`config.mk`:
```
export PLATFORM = sky130hd
export DESIGN_NAME = seven_seg_scanner
export DESIGN_NICKNAME = d
export VERILOG_FILES = /design/src/rtl/seven_seg_scanner.sv
export SDC_FILE = /design/constraint.sdc
export NUM_CORES = 1
export LEC_CHECK = 0
export CELL_PAD_IN_SITES_DETAIL_PLACEMENT = 2
export CELL_PAD_IN_SITES_GLOBAL_PLACEMENT = 2
export CORE_MARGIN = 4
export CORE_UTILIZATION = 35
export CTS_CLUSTER_DIAMETER = 150
export DETAILED_ROUTE_END_ITERATION = 10
export HOLD_SLACK_MARGIN = 0.03
export PLACE_DENSITY_LB_ADDON = 0.1
export SLEW_MARGIN = 10
export SYNTH_ARGS = -nofsm -noshare
export SYNTH_HDL_FRONTEND = slang
export SYNTH_SLANG_ARGS = --single-unit
```
`constraint.sdc`:
```
create_clock -name clk -period 2.29 [get_ports clk]
set_input_delay 0.458 -clock clk [delete_from_list [all_inputs] [get_ports clk]]
set_output_delay 0.458 -clock clk [all_outputs]
set_load 0.01 [all_outputs]
```
`src/rtl/seven_seg_scanner.sv`:
```
// rtl/seven_seg_scanner.sv - multiplexed 7-segment scanner with frame-aligned digit latching
// Optional feature: define LZ_BLANK_EN to blank leading zeros (positions above 0 that are zero with no dp).
module seven_seg_scanner #(
    parameter int NUM_DIGITS  = 4,
    parameter int REFRESH_DIV = 100000
) (
    input  logic                    clk,
    input  logic                    reset,
    input  logic                    enable,
    input  logic                    load,
    input  logic [4*NUM_DIGITS-1:0] digits_in,
    input  logic [NUM_DIGITS-1:0]   dp_in,
    output logic [NUM_DIGITS-1:0]   an,
    output logic [6:0]              seg,
    output logic                    dp,
    output logic                    frame_done
);

    localparam int CNT_W = (REFRESH_DIV > 1) ? $clog2(REFRESH_DIV) : 1;
    localparam int IDX_W = (NUM_DIGITS > 1) ? $clog2(NUM_DIGITS) : 1;
    localparam logic [CNT_W-1:0] CNT_LAST = CNT_W'(REFRESH_DIV - 1);
    localparam logic [IDX_W-1:0] IDX_LAST = IDX_W'(NUM_DIGITS - 1);

    logic [CNT_W-1:0]        refresh_cnt;
    logic [IDX_W-1:0]        digit_idx;
    logic [4*NUM_DIGITS-1:0] pend_digits;
    logic [NUM_DIGITS-1:0]   pend_dp;
    logic [4*NUM_DIGITS-1:0] act_digits;
    logic [NUM_DIGITS-1:0]   act_dp;

    logic                    slot_end;
    logic                    frame_tick;
    logic [3:0]              cur_digit;
    logic                    cur_dp;
    logic                    cur_blank;
    logic [NUM_DIGITS-1:0]   idx_onehot;
    logic [NUM_DIGITS-1:0]   lz_mask;

    // Hex-digit to active-low {g,f,e,d,c,b,a}; non-BCD codes show a dash.
    function automatic logic [6:0] seg_decode(input logic [3:0] value);
        logic [6:0] code;
        case (value)
            4'd0:    code = 7'h40;
            4'd1:    code = 7'h79;
            4'd2:    code = 7'h24;
            4'd3:    code = 7'h30;
            4'd4:    code = 7'h19;
            4'd5:    code = 7'h12;
            4'd6:    code = 7'h02;
            4'd7:    code = 7'h78;
            4'd8:    code = 7'h00;
            4'd9:    code = 7'h10;
            default: code = 7'h3F;
        endcase
        return code;
    endfunction

    // Slot and frame boundary detection; frame_tick only counts while scanning.
    always_comb begin
        slot_end   = (refresh_cnt == CNT_LAST);
        frame_tick = enable && slot_end && (digit_idx == IDX_LAST);
    end

    // Refresh counter and digit index; disabling parks the scan at digit 0, slot start.
    always_ff @(posedge clk) begin
        if (reset || !enable) begin
            refresh_cnt <= '0;
            digit_idx   <= '0;
        end else if (slot_end) begin
            refresh_cnt <= '0;
            digit_idx   <= (digit_idx == IDX_LAST) ? '0 : digit_idx + IDX_W'(1);
        end else begin
            refresh_cnt <= refresh_cnt + CNT_W'(1);
        end
    end

    // Pending/active double buffer: active only changes at frame edges (or while idle)
    // so a frame never mixes old and new digits. A load on the frame edge bypasses pending.
    always_ff @(posedge clk) begin
        if (reset) begin
            pend_digits <= '0;
            pend_dp     <= '0;
            act_digits  <= '0;
            act_dp      <= '0;
        end else begin
            if (load) begin
                pend_digits <= digits_in;
                pend_dp     <= dp_in;
            end
            if (load && (!enable || frame_tick)) begin
                act_digits <= digits_in;
                act_dp     <= dp_in;
            end else if (frame_tick) begin
                act_digits <= pend_digits;
                act_dp     <= pend_dp;
            end
        end
    end

    // Leading-zero mask: a position is blank when it and every higher position are zero with no dp.
`ifdef LZ_BLANK_EN
    always_comb begin
        logic tail_zero;
        tail_zero = 1'b1;
        lz_mask   = '0;
        for (int k = NUM_DIGITS - 1; k >= 0; k--) begin
            tail_zero  = tail_zero && (act_digits[4*k +: 4] == 4'd0) && !act_dp[k];
            lz_mask[k] = tail_zero && (k != 0);
        end
    end
`else
    always_comb begin
        lz_mask = '0;
    end
`endif

    // Select the digit, dp and blanking flag for the position currently being scanned.
    always_comb begin
        cur_digit  = 4'd0;
        cur_dp     = 1'b0;
        cur_blank  = 1'b0;
        idx_onehot = '0;
        for (int k = 0; k < NUM_DIGITS; k++) begin
            if (digit_idx == IDX_W'(k)) begin
                cur_digit     = act_digits[4*k +: 4];
                cur_dp        = act_dp[k];
                cur_blank     = lz_mask[k];
                idx_onehot[k] = 1'b1;
            end
        end
    end

    // Registered pin drivers; blank whenever reset, disabled, or the position is suppressed.
    always_ff @(posedge clk) begin
        if (reset || !enable) begin
            an         <= '1;
            seg        <= 7'h7F;
            dp         <= 1'b1;
            frame_done <= 1'b0;
        end else begin
            frame_done <= frame_tick;
            if (cur_blank) begin
                an  <= '1;
                seg <= 7'h7F;
                dp  <= 1'b1;
            end else begin
                an  <= ~idx_onehot;
                seg <= seg_decode(cur_digit);
                dp  <= ~cur_dp;
            end
        end
    end

endmodule

```
# Word level (Yosys, flattened, before mapping)
# Memory sizes are Yosys's and may differ from the RTL's. A register that Yosys moved wholly into a read port is not among the register bits.
# Index checks and enable logic that the tools add are counted.
[totals]
wordCells = 44
in_bits = 24
latchBits = 0
ram_bits = 0
n_memories = 1
ff_bits = 65
mem_bits_ro = 112
output_inout_bits = 13
[mem_list]
columns = ["name", "depth", "word_bits", "rd", "rd_clocked_by_memory_dff", "wr", "line_no", "rtl"]
rows = [
  ["(name not given)", 16, 7, 1, 1, 0, "42", "case (value)"],
]
[op_classes]
add_sub_neg = 2
n_lt_le_gt_ge = 0
bitwise = 2
n_reduce_logical = 9
multipliers = 0
muxes = 17
n_shift = 0
div_mod_pow = 0
eq_ne = 4
[op_table]
columns = ["cell", "count"]
rows = [
  ["2-to-1 mux 16 bit", 2],
  ["2-to-1 mux 4 bit", 6],
  ["adder 17 x 1 -> 17 bit, second input constant", 1],
  ["equality test 17 bit, second input constant", 1],
  ["2-to-1 mux 1 bit", 8],
  ["equality test 2 bit, second input constant", 2],
  ["inverter 4 bit", 1],
  ["logical AND 1 bit", 3],
  ["adder 2 x 1 -> 2 bit, second input constant", 1],
  ["equality test 2 x 1 -> 1 bit, second input constant", 1],
  ["zero test 2 bit", 1],
  ["logical OR 1 bit", 2],
  ["2-to-1 mux 2 bit", 1],
  ["nonzero test 2 bit", 1],
  ["OR reduction 2 bit", 1],
  ["zero test 1 bit", 1],
  ["inverter 1 bit", 1],
]

# Depth between registers and ports, before layout
# Gate-level depths: netlist of the first run.
[logic_depth]
word_depth = 6
ltp_mapped = 9
mapped_depth_nobuf = 8

# Worst setup path before layout of the first run
# Ideal clock, no wire load.
[synth_path]
kind = "reg2reg"
startpoint = "reg digit_idx[0]"
endpoint = "reg seg[4]"
path_buffers = 2
arrival_ns = 1.837
t_required_ns = 2.220
setup_ns = 0.070
setup_slack_ns = 0.384
stages_incl_launch_ff = 10
synth_period_minus_slack_ns = 1.906
path_cell_list = "dfxtp_1 ha_1 buf_2 buf_4 nor3b_1 a211o_1 inv_1 ha_1 mux2_4 a21oi_1"
[synth_between]
elab_chain_cells = 5
elab_cells_between_ends = 8
cone_classes = "3 x eq/ne; 4 x mux; 1 x reduce/logical"
[synth_lines]
columns = ["item", "line_no", "rtl"]
rows = [
  ["start, declared", "25", "logic [IDX_W-1:0] digit_idx;"],
  ["start signal, assigned", "71", "digit_idx <= (digit_idx == IDX_LAST) ? '0 : digit_idx + IDX_W'(1);"],
  ["zero test 2 bit", "124", "if (digit_idx == IDX_W'(k)) begin"],
  ["2-to-1 mux 4 bit (3 in series)", "124", ""],
  ["2-to-1 mux 4 bit (*)", "124", ""],
  ["end, declared", "14", "output logic [6:0] seg,"],
]
# Every way passes the cells marked *; elsewhere a longest branch is shown, timed or not.
# A chain may end at the register's enable or synchronous reset.

# Final worst setup path of the first run
[layout_path]
startpoint = "reg digit_idx[0]"
endpoint = "reg seg[3]"
# Same word-level chain as after synthesis.

==> impl_metrics.yaml, run 1 <==
outcome:
  outcome: "finished, final reports clean"
detailed_routing:
  drc: 0
  antenna_left: 0
  viasPerCell: 5.34
  detail_route.first_pass.iterations: 4
  via_count: 2602
  wl_per_cell_um: 17.4
  drt_iter0_drc: 70
  finalWirelength_um: 8480
cells_and_area:
  area_delta_synth_final_pct: 21.5
  antennaDiodeCount: 0
  nFillCells: 975
  drive_gt1_share_pct: 10.0
  final_util_pct: 43.8
  final_nets: 409
timing:
  finalCritPeriodShare_pct: 92.4
  relSlewSlack_pct: 71.2
  setup_violations: 0
  tightest_slew_ns: 0.432
  min_period_ns: 2.12
  timing.fmax_mhz: 473
  final_max_slew_viol_count: 0
  whs_ns: 0.479
  timing.final.ws_setup_ns: 0.174
  setup_tns_ns: 0
  rsz0062_at_grt: "no"
  hold_viol_final: 0
  finalClockSkew_ns: 0.0111
synth:
  yosysUniqueCellTypes: 47
  yosys.area.top_type_share_pct: 45.7
  synth_cells: 335
  syn_nets: 369
  ys_warn_count: 0
  async_flop_share_pct: 0
  ys_seq_area_share_pct: 45.7
  syn_avg_cell_area_sq_um: 9.42
  syn-cell-area_sq_um: 3160
  ys_ff_latch: 72
  synth_ff_type: "dfxtp_1"
  synth_top_area_cell: "dfxtp_1"
  synth_edf_count: 0
  ys_top_cells_by_area: "dfxtp_1, a22o_1, a21oi_1, nand2_1, nand2b_1"
setup_path:
  reg2regPathDepth: 8
  cp_slowest_stage_delay_ns: 0.40
  worstSetupEndpoint: "seg[3]$_SDFF_PP1_"
  setup.worst_path.start: "digit_idx[0]$_SDFFE_PP0N_"
  crit_path_top_delay_cell: "a221o_1"
  cp_num_buf_inv: 2
  cp.arrival_ns: 2.33
  cp_top_family: "adder cells"
  end_kind: "flop"
  reg2reg_to: "seg[3]$_SDFF_PP1_"
  path_cells: "inv_1 > ha_1 > nand3b_1 > a221o_1 > ha_1 > inv_1 > mux2i_1 > a22oi_1"
  critPathKind: "reg -> reg"
  crit_path_max_fanout: 6
  required_ns: 2.51
  regToRegSetupSlack_ns: 0.17
  cp.depth: 8
  rr_startpoint: "digit_idx[0]$_SDFFE_PP0N_"
  cp-start-kind: "flop"
power:
  p_leak_nw: 1.47
  p_clk_share_pct: 39.8
  p_total_mw: 2.50
  switching_power_mw: 0.586
  power_density_nw_per_um2: 651
  p_sw_share_pct: 23.5
  seqPwrFrac_pct: 52.2
  power_frac_comb_pct: 8.0
  vdd_drop_max_v: 0.000268
  internal_power_mw: 1.91
cts:
  cts_tree: "done"
  insertion_delay_ns: 0.35
  htreeDepth: 3
  clock_path_buffers: 2
  cts_sinks: 72
  path_clk_slew_ns: 0.07
  cts_buffers: 9
  root_buffer: "clkbuf_8"
hold_path:
  hp-class: "reg -> reg"
floorplanning:
  dieWidth_um: 103
  row_count: 34
  core_sq_um: 8760
  die_area_sq_um: 10600
  io_pins: 37
  start_util_pct: 36.0
  die_h_um: 103
global_routing:
  grt_max_degree: 26
  grt.total_usage_pct: 17.6
  grt-ovfl-total: 0
  grt_pass1_vias: 2822
  antenna_found_initial: 0
  grt_pass1_wl_um: 14300
placed_design:
  io_buffer_count: 36
  place.gp.congestion: 0.761
  pre_cts_slack_ns: 0.121
  dp_hpwl_um: 6120
flow_run:
  max_cap_viol_count: 0
state kept, by name, indices dropped and copies added (netlist names):
name and flops:
seg 7, dp 1, pend_dp 4, refresh_cnt 17, digit_idx 2, pend_digits 16, an 4, frame_done 1
act_dp 4, act_digits 16
stage by stage:
| step | instance area (sq um) | cells |
|---|---|---|
| after floorplan | 3160 | 335 |
| after global placement | 3640 | 471 |
| after detailed placement | 3640 | 471 |
| after CTS | 3820 | 486 |
| after global routing | 3830 | 487 |
| final | 3830 | 487 |
synth_stat cells (2+ instances only):
master and count:
a22oi_1 3, nand3b_1 4, and4_1 4, buf_6 3
o21ai_0 3, buf_2 4, nor2b_1 4, or3_1 2
mux2i_1 5, a211oi_1 5, o22ai_1 20, inv_1 10
clkbuf_1 11, and3_1 3, a21oi_1 27, nand3_1 6
nor3b_1 4, xor2_1 7, buf_4 2, xnor2_1 6
nor2_1 19, nand2_1 35, nand2b_1 21, o31ai_1 2
nor3_1 2, nand4_1 2, dfxtp_1 72, ha_1 10
nand4_2 2, a22o_1 20
cells in the final DEF (no fill, tap or decap), drive strengths merged, types with 2 or more instances in the layout:
cell type      Yosys  routed
nand4              4       4
a221o              2       2
o31ai              2       2
o21ai              4       4
inv               10      10
buf               10      14
nand2b            21      21
ha                10      10
mux2i              5       5
nand2             35      35
nor4b              2       2
xor2               7       7
nor2              19      19
xnor2              6       6
or3                3       3
a21oi             27      27
and3               3       3
clkbuf            11      11
clkdlybuf4s50      0      36
a22oi              3       3
o22ai             20      20
nand3b             4       4
dfxtp             72      72
a221oi             2       2
a211oi             5       5
and4               4       4
nor3b              4       4
nor3               2       2
clkinv             0       3
nand3              6       6
nor2b              4       4
a22o              20      20
what timing repair did:
action | 4_1_cts | 5_1_grt
setup buffers | 0 | 1
setup endpoints to repair | 0 | 2
resized for setup | 0 | 2
hold buffers | 0 | 0
cell families after synthesis:
family / Yosys count / synth area share, %
compound gates: 87 / 18.7
xor+xnor: 13 / 3.61
buf+inv: 31 / 4.80
flops: 72 / 45.7
fa+ha+maj: 10 / 3.96
mux: 6 / 2.06
simple gates: 116 / 21.2
per-layer routing:
| metal | track usage (%) | routed length, um | up-vias | part of all wire, % |
|---|---|---|---|---|
| li1 | - | - | 1275 | - |
| met1 | 20.6 | 3850 | 1280 | 45 |
| met2 | 31.2 | 4210 | 34 | 50 |
| met3 | 3.86 | 271 | 13 | 3.2 |
| met4 | 6.47 | 149 | 0 | 1.8 |
| met5 | 0 | 0 | - | 0 |
power groups by stage:
stage	Combinational, mW	Sequential (mW)	Clock, mW
2_1_floorplan	0.102	1.33	0
3_3_place_gp	0.195	1.33	0
3_5_place_dp	0.201	1.33	0
4_1_cts	0.203	1.30	1.03
5_1_grt	0.221	1.31	1.09
6_report	0.199	1.30	0.995
worst register-to-register path: cells and delay by family (launching register included):
family	cells	cell delay [ns]
fa+ha+maj	2	0.71
mux	1	0.16
simple gates	1	0.13
compound gates	2	0.48
flops	1	0.35
buf+inv	2	0.16
layout make-up:
cell class              instances  area (sq um)  area share (%)
flip-flops and latches         72          1440            37.6
multi-input cells             232          1570            40.9
inverters                      10          37.5           0.979
clock inverters                 4          45.0            1.17
repair buffers                 50           465            12.1
well taps                     108           135            3.52
clock buffers                  11           141            3.69
how the worst min path moves through the flow:
stage                                            from                           to  slack [ns]  cells after the start
final                       refresh_cnt[0]$_SDFF_PP0_    refresh_cnt[0]$_SDFF_PP0_        0.48                      1
after global routing      pend_digits[2]$_SDFFE_PP0P_  pend_digits[2]$_SDFFE_PP0P_        0.51                      2
after CTS                   refresh_cnt[0]$_SDFF_PP0_    refresh_cnt[0]$_SDFF_PP0_        0.48                      1
after detailed placement    refresh_cnt[0]$_SDFF_PP0_    refresh_cnt[0]$_SDFF_PP0_        0.47                      1
after global placement      refresh_cnt[0]$_SDFF_PP0_    refresh_cnt[0]$_SDFF_PP0_        0.45                      1
after floorplan             refresh_cnt[0]$_SDFF_PP0_    refresh_cnt[0]$_SDFF_PP0_        0.44                      1
No activity file was read; power rests on OpenSTA's default activity.
==> inputs of run 2 (changes only) <==
--- a/config.mk
+++ b/config.mk
@@ -7,12 +7,12 @@
 export LEC_CHECK = 0
 export CELL_PAD_IN_SITES_DETAIL_PLACEMENT = 2
 export CELL_PAD_IN_SITES_GLOBAL_PLACEMENT = 2
-export CORE_MARGIN = 4
 export CORE_UTILIZATION = 35
 export CTS_CLUSTER_DIAMETER = 150
 export DETAILED_ROUTE_END_ITERATION = 10
 export HOLD_SLACK_MARGIN = 0.03
 export PLACE_DENSITY_LB_ADDON = 0.1
+export REMOVE_ABC_BUFFERS = 1
 export SLEW_MARGIN = 10
 export SYNTH_ARGS = -nofsm -noshare
 export SYNTH_HDL_FRONTEND = slang
==> impl_metrics.yaml, run 2 (synthesis results as in run 1) <==
timing:
  finalClockSkew_ns: 0.0112
  timing.fmax_mhz: 481
  hold_viol_final: 0
  setup_tns_ns: 0
  setup_violations: 0
  min_period_ns: 2.08
  finalCritPeriodShare_pct: 90.7
  final_max_slew_viol_count: 0
  rsz0062_at_grt: "no"
  relSlewSlack_pct: 69.7
  tightest_slew_ns: 0.455
  whs_ns: 0.485
  timing.final.ws_setup_ns: 0.212
detailed_routing:
  viasPerCell: 5.39
  antenna_left: 0
  detail_route.first_pass.iterations: 4
  via_count: 2613
  drt_iter0_drc: 72
  drc: 0
  finalWirelength_um: 8750
  wl_per_cell_um: 18.0
cts:
  htreeDepth: 3
  postCtsHoldBufs: 0
  cts_tree: "done"
  cts_buffers: 9
  clock_path_buffers: 2
  insertion_delay_ns: 0.35
  root_buffer: "clkbuf_8"
  cts_sinks: 72
  path_clk_slew_ns: 0.08
outcome:
  outcome: "finished, final reports clean"
power:
  p_sw_share_pct: 22.7
  vdd_drop_max_v: 0.000324
  p_leak_nw: 1.47
  power_frac_comb_pct: 7.6
  switching_power_mw: 0.605
  power_density_nw_per_um2: 688
  seqPwrFrac_pct: 49.0
  p_total_mw: 2.66
  p_clk_share_pct: 43.4
  internal_power_mw: 2.06
cells_and_area:
  largest_register_ffs: 17
  final_util_pct: 44.4
  reg.largest.list: "refresh_cnt x17, act_digits x16, pend_digits x16"
  final_cell_mix: "dfxtp_1, clkdlybuf4s50_1, nand2_1"
  drive_gt1_share_pct: 10.1
  final_common_cell: "dfxtp_1"
  final_nets: 407
  area_delta_synth_final_pct: 22.6
  nFillCells: 940
  top_register: "refresh_cnt"
  antennaDiodeCount: 0
floorplanning:
  core_sq_um: 8720
  io_pins: 37
  dieWidth_um: 97.0
  row_count: 34
  die_area_sq_um: 9400
  die_h_um: 97.0
  start_util_pct: 36.2
setup_path:
  reg2reg_to: "seg[4]$_SDFF_PP1_"
  cp-start-kind: "flop"
  end_kind: "flop"
  worstSetupEndpoint: "seg[4]$_SDFF_PP1_"
  crit_path_max_fanout: 11
  setup.worst_path.start: "digit_idx[0]$_SDFFE_PP0N_"
  rr_startpoint: "digit_idx[0]$_SDFFE_PP0N_"
  critPathKind: "reg -> reg"
  cp.arrival_ns: 2.36
  required_ns: 2.57
  regToRegSetupSlack_ns: 0.21
  reg2regPathDepth: 8
placed_design:
  pre_cts_slack_ns: 0.137
  place.gp.congestion: 0.779
  dp_hpwl_um: 5920
  io_buffer_count: 36
global_routing:
  grt_pass1_wl_um: 14800
  grt_max_degree: 41
  grt.total_usage_pct: 20.0
  grt_pass1_vias: 2844
  antenna_found_initial: 0
  grt-ovfl-total: 0
hold_path:
  hp-class: "reg -> reg"
flow_run:
  max_cap_viol_count: 0
-- run 2: cell types whose count changed in the layout (fill, tap and decap cells not counted), sizes merged --
| cell | before | now |
|---|---|---|
| clkinv | 3 | 1 |
| clkbuf | 11 | 12 |
| bufinv | 1 | 2 |
| buf | 14 | 12 |
-- run 2: layer usage --
layer | wire [um] | GRT usage (%) | vias to the layer above
li1 | - | - | 1273
met1 | 4150 | 25.1 | 1291
met2 | 4240 | 34.1 | 39
met3 | 239 | 4.12 | 10
met4 | 123 | 6.66 | 0
met5 | 0 | 0 | -
-- run 2: area by class of cell --
cell class	count	area [sq um]	share of cell area, %
clock buffers	12	155	4.01
clock inverters	3	65.1	1.68
inverters	10	37.5	0.970
multi-input cells	232	1570	40.6
flip-flops and latches	72	1440	37.2
well taps	108	135	3.49
repair buffers	48	463	12.0
-- run 2: critical path, cell delays in order (launching register included) --
cell and delay, ns:
dfxtp_1 0.35, inv_1 0.10, ha_2 0.30, nor3b_1 0.26, a211o_2 0.21, inv_1 0.11
ha_1 0.23, mux2_4 0.27, a21oi_1 0.16
-- run 2: through the flow --
| stage | cell area [sq um] | std cells |
|---|---|---|
| after detailed placement | 3640 | 470 |
| after CTS | 3860 | 485 |
| after global routing | 3870 | 485 |
| after floorplan | 3040 | 314 |
| after global placement | 3640 | 470 |
| final | 3870 | 485 |
-- run 2: repair_timing --
action,4_1_cts,5_1_grt
setup endpoints to repair,0,5
setup buffers,0,0
resized for setup,0,4
-- run 2: power by group through the flow --
| stage | sequential [mW] | clock [mW] | combinational, mW |
|---|---|---|---|
| 2_1_floorplan | 1.33 | 0 | 0.0818 |
| 3_3_place_gp | 1.33 | 0 | 0.197 |
| 3_5_place_dp | 1.33 | 0 | 0.203 |
| 4_1_cts | 1.31 | 1.17 | 0.206 |
| 5_1_grt | 1.31 | 1.23 | 0.224 |
| 6_report | 1.30 | 1.15 | 0.203 |
-- run 2: worst min path at each step --
stage | cells past startpoint | slack, ns | endpoint | start
2_1_floorplan | 1 | 0.44 | refresh_cnt[0]$_SDFF_PP0_ | refresh_cnt[0]$_SDFF_PP0_
3_3_place_gp | 1 | 0.46 | refresh_cnt[0]$_SDFF_PP0_ | refresh_cnt[0]$_SDFF_PP0_
3_5_place_dp | 2 | 0.48 | pend_digits[0]$_SDFFE_PP0P_ | pend_digits[0]$_SDFFE_PP0P_
4_1_cts | 2 | 0.49 | refresh_cnt[16]$_SDFF_PP0_ | refresh_cnt[16]$_SDFF_PP0_
5_1_grt | 2 | 0.52 | pend_dp[1]$_SDFFE_PP0P_ | pend_dp[1]$_SDFFE_PP0P_
6_report | 2 | 0.48 | refresh_cnt[16]$_SDFF_PP0_ | refresh_cnt[16]$_SDFF_PP0_
